[src/rtl/div_unit_if.sv]
// div_unit_if -- request/response bundle for the sequential divider.
//
// Signals:
//   start                  request pulse, honoured only while busy is low
//   operand_a / operand_b  dividend / divisor, WIDTH bits
//   div_sel_div/divu/rem/remu  one-hot operation select (div has priority)
//   busy                   iteration loop running
//   done                   one-cycle completion pulse
//   result                 registered quotient or remainder
//   zero_flag              registered (result == 0)
//
// Modports: master drives requests (execute stage / testbench),
//           slave is the divider itself.
interface div_unit_if #(
   parameter int WIDTH = 32
);
   logic             start;
   logic [WIDTH-1:0] operand_a;
   logic [WIDTH-1:0] operand_b;
   logic             div_sel_div;
   logic             div_sel_divu;
   logic             div_sel_rem;
   logic             div_sel_remu;
   logic             busy;
   logic             done;
   logic [WIDTH-1:0] result;
   logic             zero_flag;

   modport master (
      output start, operand_a, operand_b,
      output div_sel_div, div_sel_divu, div_sel_rem, div_sel_remu,
      input  busy, done, result, zero_flag
   );

   modport slave (
      input  start, operand_a, operand_b,
      input  div_sel_div, div_sel_divu, div_sel_rem, div_sel_remu,
      output busy, done, result, zero_flag
   );
endinterface

[src/rtl/div_unit.sv]
// div_unit -- multi-cycle radix-2 restoring divider for DIV/DIVU/REM/REMU.
//
// Ports:
//   clk    rising-edge clock
//   rst_n  asynchronous active-low reset
//   bus    div_unit_if.slave (start, operands, selects in;
//          busy, done, result, zero_flag out)
//
// One operation per accepted start; WIDTH iterations in CALC, then a
// single DONE cycle with done=1. result/zero_flag only change when an
// accepted operation completes.
//
// Optional build macro DIV_FAST_SPECIAL_EN: divide-by-zero and signed
// overflow are resolved at acceptance and skip the iteration loop.
module div_unit #(
   parameter int WIDTH = 32
) (
   input logic       clk,
   input logic       rst_n,
   div_unit_if.slave bus
);

   typedef enum logic [1:0] {IDLE, CALC, DONE} state_t;
   typedef enum logic [2:0] {OP_NONE, OP_DIV, OP_DIVU, OP_REM, OP_REMU} op_t;

   state_t           state_reg, state_next;
   op_t              op_reg, op_sel;
   logic [WIDTH-1:0] rem_reg, quo_reg, divisor_reg, cnt_reg;
   logic             neg_q_reg, neg_r_reg;
   logic [WIDTH-1:0] result_reg;
   logic             zero_reg;

   logic             accept, signed_op, a_neg, b_neg, b_zero, last;
   logic [WIDTH-1:0] a_mag, b_mag;
   logic [WIDTH:0]   shift_val, trial;
   logic [WIDTH-1:0] quo_shift, rem_new, q_fix, r_fix, final_res;
   logic             fast_hit;
   logic [WIDTH-1:0] fast_result;
   logic             busy_c, done_c;

   // ---------------- acceptance / operand conditioning ----------------
   always_comb begin
      op_sel = OP_NONE;
      if (bus.div_sel_div)       op_sel = OP_DIV;
      else if (bus.div_sel_divu) op_sel = OP_DIVU;
      else if (bus.div_sel_rem)  op_sel = OP_REM;
      else if (bus.div_sel_remu) op_sel = OP_REMU;
   end

   assign accept    = bus.start && (state_reg != CALC);
   assign signed_op = (op_sel == OP_DIV) || (op_sel == OP_REM);
   assign a_neg     = signed_op && bus.operand_a[WIDTH-1];
   assign b_neg     = signed_op && bus.operand_b[WIDTH-1];
   assign b_zero    = (bus.operand_b == '0);
   // -2^(W-1) negates to itself, which is also its correct unsigned magnitude.
   assign a_mag     = a_neg ? -bus.operand_a : bus.operand_a;
   assign b_mag     = b_neg ? -bus.operand_b : bus.operand_b;

`ifdef DIV_FAST_SPECIAL_EN
   localparam logic [WIDTH-1:0] MIN_NEG = {1'b1, {(WIDTH-1){1'b0}}};
   logic ovf;
   assign ovf = signed_op && (bus.operand_a == MIN_NEG) && (bus.operand_b == '1);
   assign fast_hit = (op_sel != OP_NONE) && (b_zero || ovf);
   always_comb begin
      fast_result = '0;
      case (op_sel)
         OP_DIV, OP_DIVU: fast_result = b_zero ? '1 : MIN_NEG;
         OP_REM, OP_REMU: fast_result = b_zero ? bus.operand_a : '0;
         default:         fast_result = '0;
      endcase
   end
`else
   assign fast_hit    = 1'b0;
   assign fast_result = '0;
`endif

   // ---------------- one restoring iteration ----------------
   // rem < divisor always holds, so the shifted value fits in W+1 bits and
   // bit W of the W+1-bit difference is a valid borrow/sign indicator.
   assign shift_val = {rem_reg, quo_reg[WIDTH-1]};
   assign trial     = shift_val - {1'b0, divisor_reg};
   assign quo_shift = {quo_reg[WIDTH-2:0], ~trial[WIDTH]};
   assign rem_new   = trial[WIDTH] ? shift_val[WIDTH-1:0] : trial[WIDTH-1:0];
   assign last      = (cnt_reg == WIDTH'(WIDTH - 1));

   assign q_fix = neg_q_reg ? -quo_shift : quo_shift;
   assign r_fix = neg_r_reg ? -rem_new : rem_new;

   always_comb begin
      final_res = '0;
      case (op_reg)
         OP_DIV, OP_DIVU: final_res = q_fix;
         OP_REM, OP_REMU: final_res = r_fix;
         default:         final_res = '0;
      endcase
   end

   // ---------------- FSM ----------------
   always_ff @(posedge clk or negedge rst_n) begin
      if (!rst_n) state_reg <= IDLE;
      else        state_reg <= state_next;
   end

   always_comb begin
      state_next = state_reg;
      busy_c     = 1'b0;
      done_c     = 1'b0;
      case (state_reg)
         IDLE: begin
            if (bus.start) state_next = fast_hit ? DONE : CALC;
         end
         CALC: begin
            busy_c = 1'b1;
            if (last) state_next = DONE;
         end
         DONE: begin
            done_c     = 1'b1;
            state_next = IDLE;
            if (bus.start) state_next = fast_hit ? DONE : CALC;
         end
         default: state_next = IDLE;
      endcase
   end

   // ---------------- datapath ----------------
   always_ff @(posedge clk or negedge rst_n) begin
      if (!rst_n) begin
         op_reg      <= OP_NONE;
         rem_reg     <= '0;
         quo_reg     <= '0;
         divisor_reg <= '0;
         cnt_reg     <= '0;
         neg_q_reg   <= 1'b0;
         neg_r_reg   <= 1'b0;
         result_reg  <= '0;
         zero_reg    <= 1'b1;
      end else if (accept) begin
         op_reg      <= op_sel;
         rem_reg     <= '0;
         quo_reg     <= a_mag;
         divisor_reg <= b_mag;
         cnt_reg     <= '0;
         // A zero divisor yields all-ones quotient regardless of the
         // dividend sign, so the quotient negate is suppressed there.
         neg_q_reg   <= (a_neg ^ b_neg) && !b_zero;
         neg_r_reg   <= a_neg;
         if (fast_hit) begin
            result_reg <= fast_result;
            zero_reg   <= (fast_result == '0);
         end
      end else if (state_reg == CALC) begin
         rem_reg <= rem_new;
         quo_reg <= quo_shift;
         cnt_reg <= cnt_reg + 1'b1;
         if (last) begin
            result_reg <= final_res;
            zero_reg   <= (final_res == '0);
         end
      end
   end

   assign bus.busy      = busy_c;
   assign bus.done      = done_c;
   assign bus.result    = result_reg;
   assign bus.zero_flag = zero_reg;

endmodule
[src/flat_wrapper.sv]
// flat-port wrapper written by rule: the top's interface ports become plain ports
module div_unit_flat 
#(
   parameter int WIDTH = 32
)
  (clk, rst_n, bus_start, bus_operand_a, bus_operand_b, bus_div_sel_div, bus_div_sel_divu, bus_div_sel_rem, bus_div_sel_remu, bus_busy, bus_done, bus_result, bus_zero_flag);
  div_unit_if #(.WIDTH(WIDTH)) bus_i ();
  input logic clk;
  input logic rst_n;
  input wire logic [$bits(bus_i.start)-1:0] bus_start;
  input wire logic [$bits(bus_i.operand_a)-1:0] bus_operand_a;
  input wire logic [$bits(bus_i.operand_b)-1:0] bus_operand_b;
  input wire logic [$bits(bus_i.div_sel_div)-1:0] bus_div_sel_div;
  input wire logic [$bits(bus_i.div_sel_divu)-1:0] bus_div_sel_divu;
  input wire logic [$bits(bus_i.div_sel_rem)-1:0] bus_div_sel_rem;
  input wire logic [$bits(bus_i.div_sel_remu)-1:0] bus_div_sel_remu;
  output wire logic [$bits(bus_i.busy)-1:0] bus_busy;
  output wire logic [$bits(bus_i.done)-1:0] bus_done;
  output wire logic [$bits(bus_i.result)-1:0] bus_result;
  output wire logic [$bits(bus_i.zero_flag)-1:0] bus_zero_flag;
  assign bus_i.start = bus_start;
  assign bus_i.operand_a = bus_operand_a;
  assign bus_i.operand_b = bus_operand_b;
  assign bus_i.div_sel_div = bus_div_sel_div;
  assign bus_i.div_sel_divu = bus_div_sel_divu;
  assign bus_i.div_sel_rem = bus_div_sel_rem;
  assign bus_i.div_sel_remu = bus_div_sel_remu;
  assign bus_busy = bus_i.busy;
  assign bus_done = bus_i.done;
  assign bus_result = bus_i.result;
  assign bus_zero_flag = bus_i.zero_flag;
  div_unit #(.WIDTH(WIDTH)) u_core (.clk(clk), .rst_n(rst_n), .bus(bus_i));
endmodule
[config.mk]
export PLATFORM = sky130hd
export DESIGN_NAME = div_unit_flat
export DESIGN_NICKNAME = d
export VERILOG_FILES = /design/src/rtl/div_unit_if.sv /design/src/rtl/div_unit.sv /design/src/flat_wrapper.sv
export SDC_FILE = /design/constraint.sdc
export NUM_CORES = 1
export LEC_CHECK = 0
export CORE_MARGIN = 4
export CORE_UTILIZATION = 55
export CTS_BUF_LIST = sky130_fd_sc_hd__clkbuf_2
export DETAILED_ROUTE_END_ITERATION = 16
export PLACE_DENSITY = 0.74
export SLEW_MARGIN = 0
export SYNTH_ARGS = -nofsm -noshare
export SYNTH_HDL_FRONTEND = slang
export SYNTH_SLANG_ARGS = --single-unit
[constraint.sdc]
create_clock -name clk -period 9.6 [get_ports clk]
set_clock_uncertainty 0.2 [all_clocks]
set_input_delay 1.92 -clock clk [delete_from_list [all_inputs] [get_ports clk]]
set_output_delay 1.92 -clock clk [all_outputs]
set_load 0.01 [all_outputs]
==> impl_results.md <==
* Outcome: finished clean
* Final worst slack at 2630 ps
* Sequential fraction of the synthesis area at 0.318
* Min Tclk post-route at 6970 ps
* Pre-Repair DR Iteration Count at 7
* Dpl cells at 2016
* Mapped Area at 0.0132 mm²
* Final Max Slew Viols at 0
* Io pins at 106
* Most used DFF post-synth: dfrtp_1
* Final Hold Fails at 0
* Syn-to-layout area delta at 10.9%
* Antenna-violating nets left at 0
* Die H at 163 µm
* Top-count cell post-synth: o21ai_0
* Die area at 0.0266 mm²
* Initial DRC count at 1029
* Vias per Instance at 6.22
* Vias in the first global route at 12049
* Fill cell count at 2177
* DR DRC count at 0
* Yosys reg bits at 168
* Gpl congestion at 0.934
* Leading area contributor after synthesis: dfrtp_1
* Worst-path maximum fanout at 50
* M1 WL at 16.8 mm
* Critical Path End Type: register
* Hold_ws at 318 ps
* Syn Nets at 1786
* Hold Path Class: register to register
* Core area at 0.0235 mm²
* Post-synth EDFFs at 0
* Num rows at 56
* Cts bufs inserted at 17
* IO Port Bufs at 105
* Met2 routed WL at 17.7 mm
* Vias at 12737
* Clock Latency Late Sink at 800 ps
* Global-route wire length before repair at 60.8 mm
* Post-layout util at 0.623
* Initial antenna violation count at 1
* Finished Layout Cells at 2049
* Reg clk slew, reported paths at 340 ps
* Initial Util at 0.562
* Global Route Usage Sum at 0.281
* Max Clk Rate at 143 MHz
* Post-synth ARST share at 1.00
* Setup_tns at 0 ps
* H-Tree Depth at 4
* Largest net degree at the start of global routing at 94
* Pwr dens at 85.2 mW/mm²
* TritonCTS clock tree: built
* CTS Buffer Depth at 2
* Met3 wire len at 2.04 mm
* Synthesis Warnings at 0
* Slew Limit Headroom at 0.273
* Yosys cell types at 93
* Worst EP arrival at 7530 ps
* Total Wirelength at 37.7 mm
* Global route overflow at 0
* Post-CTS sizing at 0
* Synth top area share at 0.316
* Commonest cells post-synth: o21ai_0, nand2_1, dfrtp_1
* Fin crit share at 0.726
* Average wire per standard cell at 18.4 µm
* Worst Setup Path Type: register to register
* RSZ-0062 raised after global routing: no
* Share of cells above drive strength 1 at 0.0526
* Fin nets at 1825
* Sink Count at 168
* Required time of the critical path at 10160 ps
* Dpl ws at 2780 ps
* Slew @ Worst Pin at 1060 ps
* Root Driver: clkbuf_2
* Post-DP HPWL at 28.5 mm
* Final setup fails at 0
* Leak Pwr at 5.88 nW
* Max VDD drop at 0.0745 mV
* Hold_buf cts at 0
* Synth top area cells: dfrtp_1, o21ai_0, a21oi_1, nand2_1, xor2_1
* Highest metal used: met4
* Post-CTS Setup Bufs at 0
* Max-Cap Viols at 0
* Cells after Synth at 1677
* Die W at 163 µm
* Critical Path Source Type: register
* Avg Inst Size Synth at 7.89 µm²
## cells in the final DEF (no fill, tap or decap), types with 20 or more instances in the layout
cell / n
and3_1: 20
nand2b_1: 20
nor3_1: 37
ha_1: 37
clkdlybuf4s50_1: 104
xnor2_1: 64
nand4_1: 20
xor2_1: 70
mux2i_1: 33
a31oi_1: 21
dfrtp_1: 167
inv_1: 65
nand2_1: 168
nor4_1: 28
nand3_1: 78
a21oi_1: 136
o21ai_0: 193
nor2_1: 136
o31ai_1: 34
## routing by layer
metal  GRT usage  vias to the layer above
li1            -                     6197
met1       0.377                     6046
met2       0.465                      404
met3      0.0426                       90
met4      0.0991                        0
met5           0                        -
## worst max-delay path: stages, from the launching register on
cell       delay [ps]
dfrtp_1           460
inv_1             100
ha_1              210
fa_1              410
nand2b_1          240
a21oi_4           230
a21oi_1           180
o41ai_4           500
a31oi_4           250
xnor2_4           190
inv_2             610
mux2i_1           490
ha_1              280
and3_1            230
and4bb_2          300
nand3_1           180
mux2_2            390
o311ai_1          260
o21ai_0           140
a2111oi_0         620
nand4b_1          200
o31ai_2           240
## report_power, final
part	switching, mW	internal [mW]	total (mW)
clock	0.329	0.0949	0.424
sequential	0	0.710	0.710
combinational	0.0638	0.0524	0.116
## path summary, 6_finish.rpt
kind / to / slack (ps) / cells past startpoint / start
max: u_core.bus.zero_flag / 2630 / 21 / u_core.quo_reg[31]
min: u_core.cnt_reg[31] / 320 / 1 / u_core.cnt_reg[31]
max reg2reg: u_core.bus.zero_flag / 2630 / 21 / u_core.quo_reg[31]
min reg2reg: u_core.cnt_reg[31] / 320 / 1 / u_core.cnt_reg[31]
max in group asynchronous: u_core.quo_reg[16] / 6720 / 2 / rst_n
min in group asynchronous: u_core.divisor_reg[22] / 920 / 1 / rst_n
## final cells by class
cell class / instances / area (µm²) / share of cell area
antenna: 1 / 2.50 / 0.000171
sequential: 168 / 4210 / 0.287
multi-input combinational: 1344 / 8390 / 0.572
clock inverter: 15 / 190 / 0.0130
inverter: 68 / 255 / 0.0174
timing repair buffer: 117 / 1140 / 0.0779
tap: 319 / 399 / 0.0272
clock buffer: 17 / 85.1 / 0.00580
## through the flow
stage / cell area, µm² / total power, mW
detailed placement: 14400 / 0.838
global route: 14700 / 1.30
CTS: 14700 / 1.26
floorplan: 13200 / 0.774
finish: 14700 / 1.25
global placement: 14400 / 0.836
## logic make-up after synthesis
| logic type | synth area share |
|---|---|
| DFF | 0.318 |
| and+or+nand+nor | 0.218 |
| muxes | 0.0369 |
| buffers and inverters | 0.0493 |
| xor gates and xnor gates | 0.0908 |
| adders and majority gates | 0.0365 |
| AOI/OAI and AO/OA | 0.251 |
(Power assumes the default switching activity.)
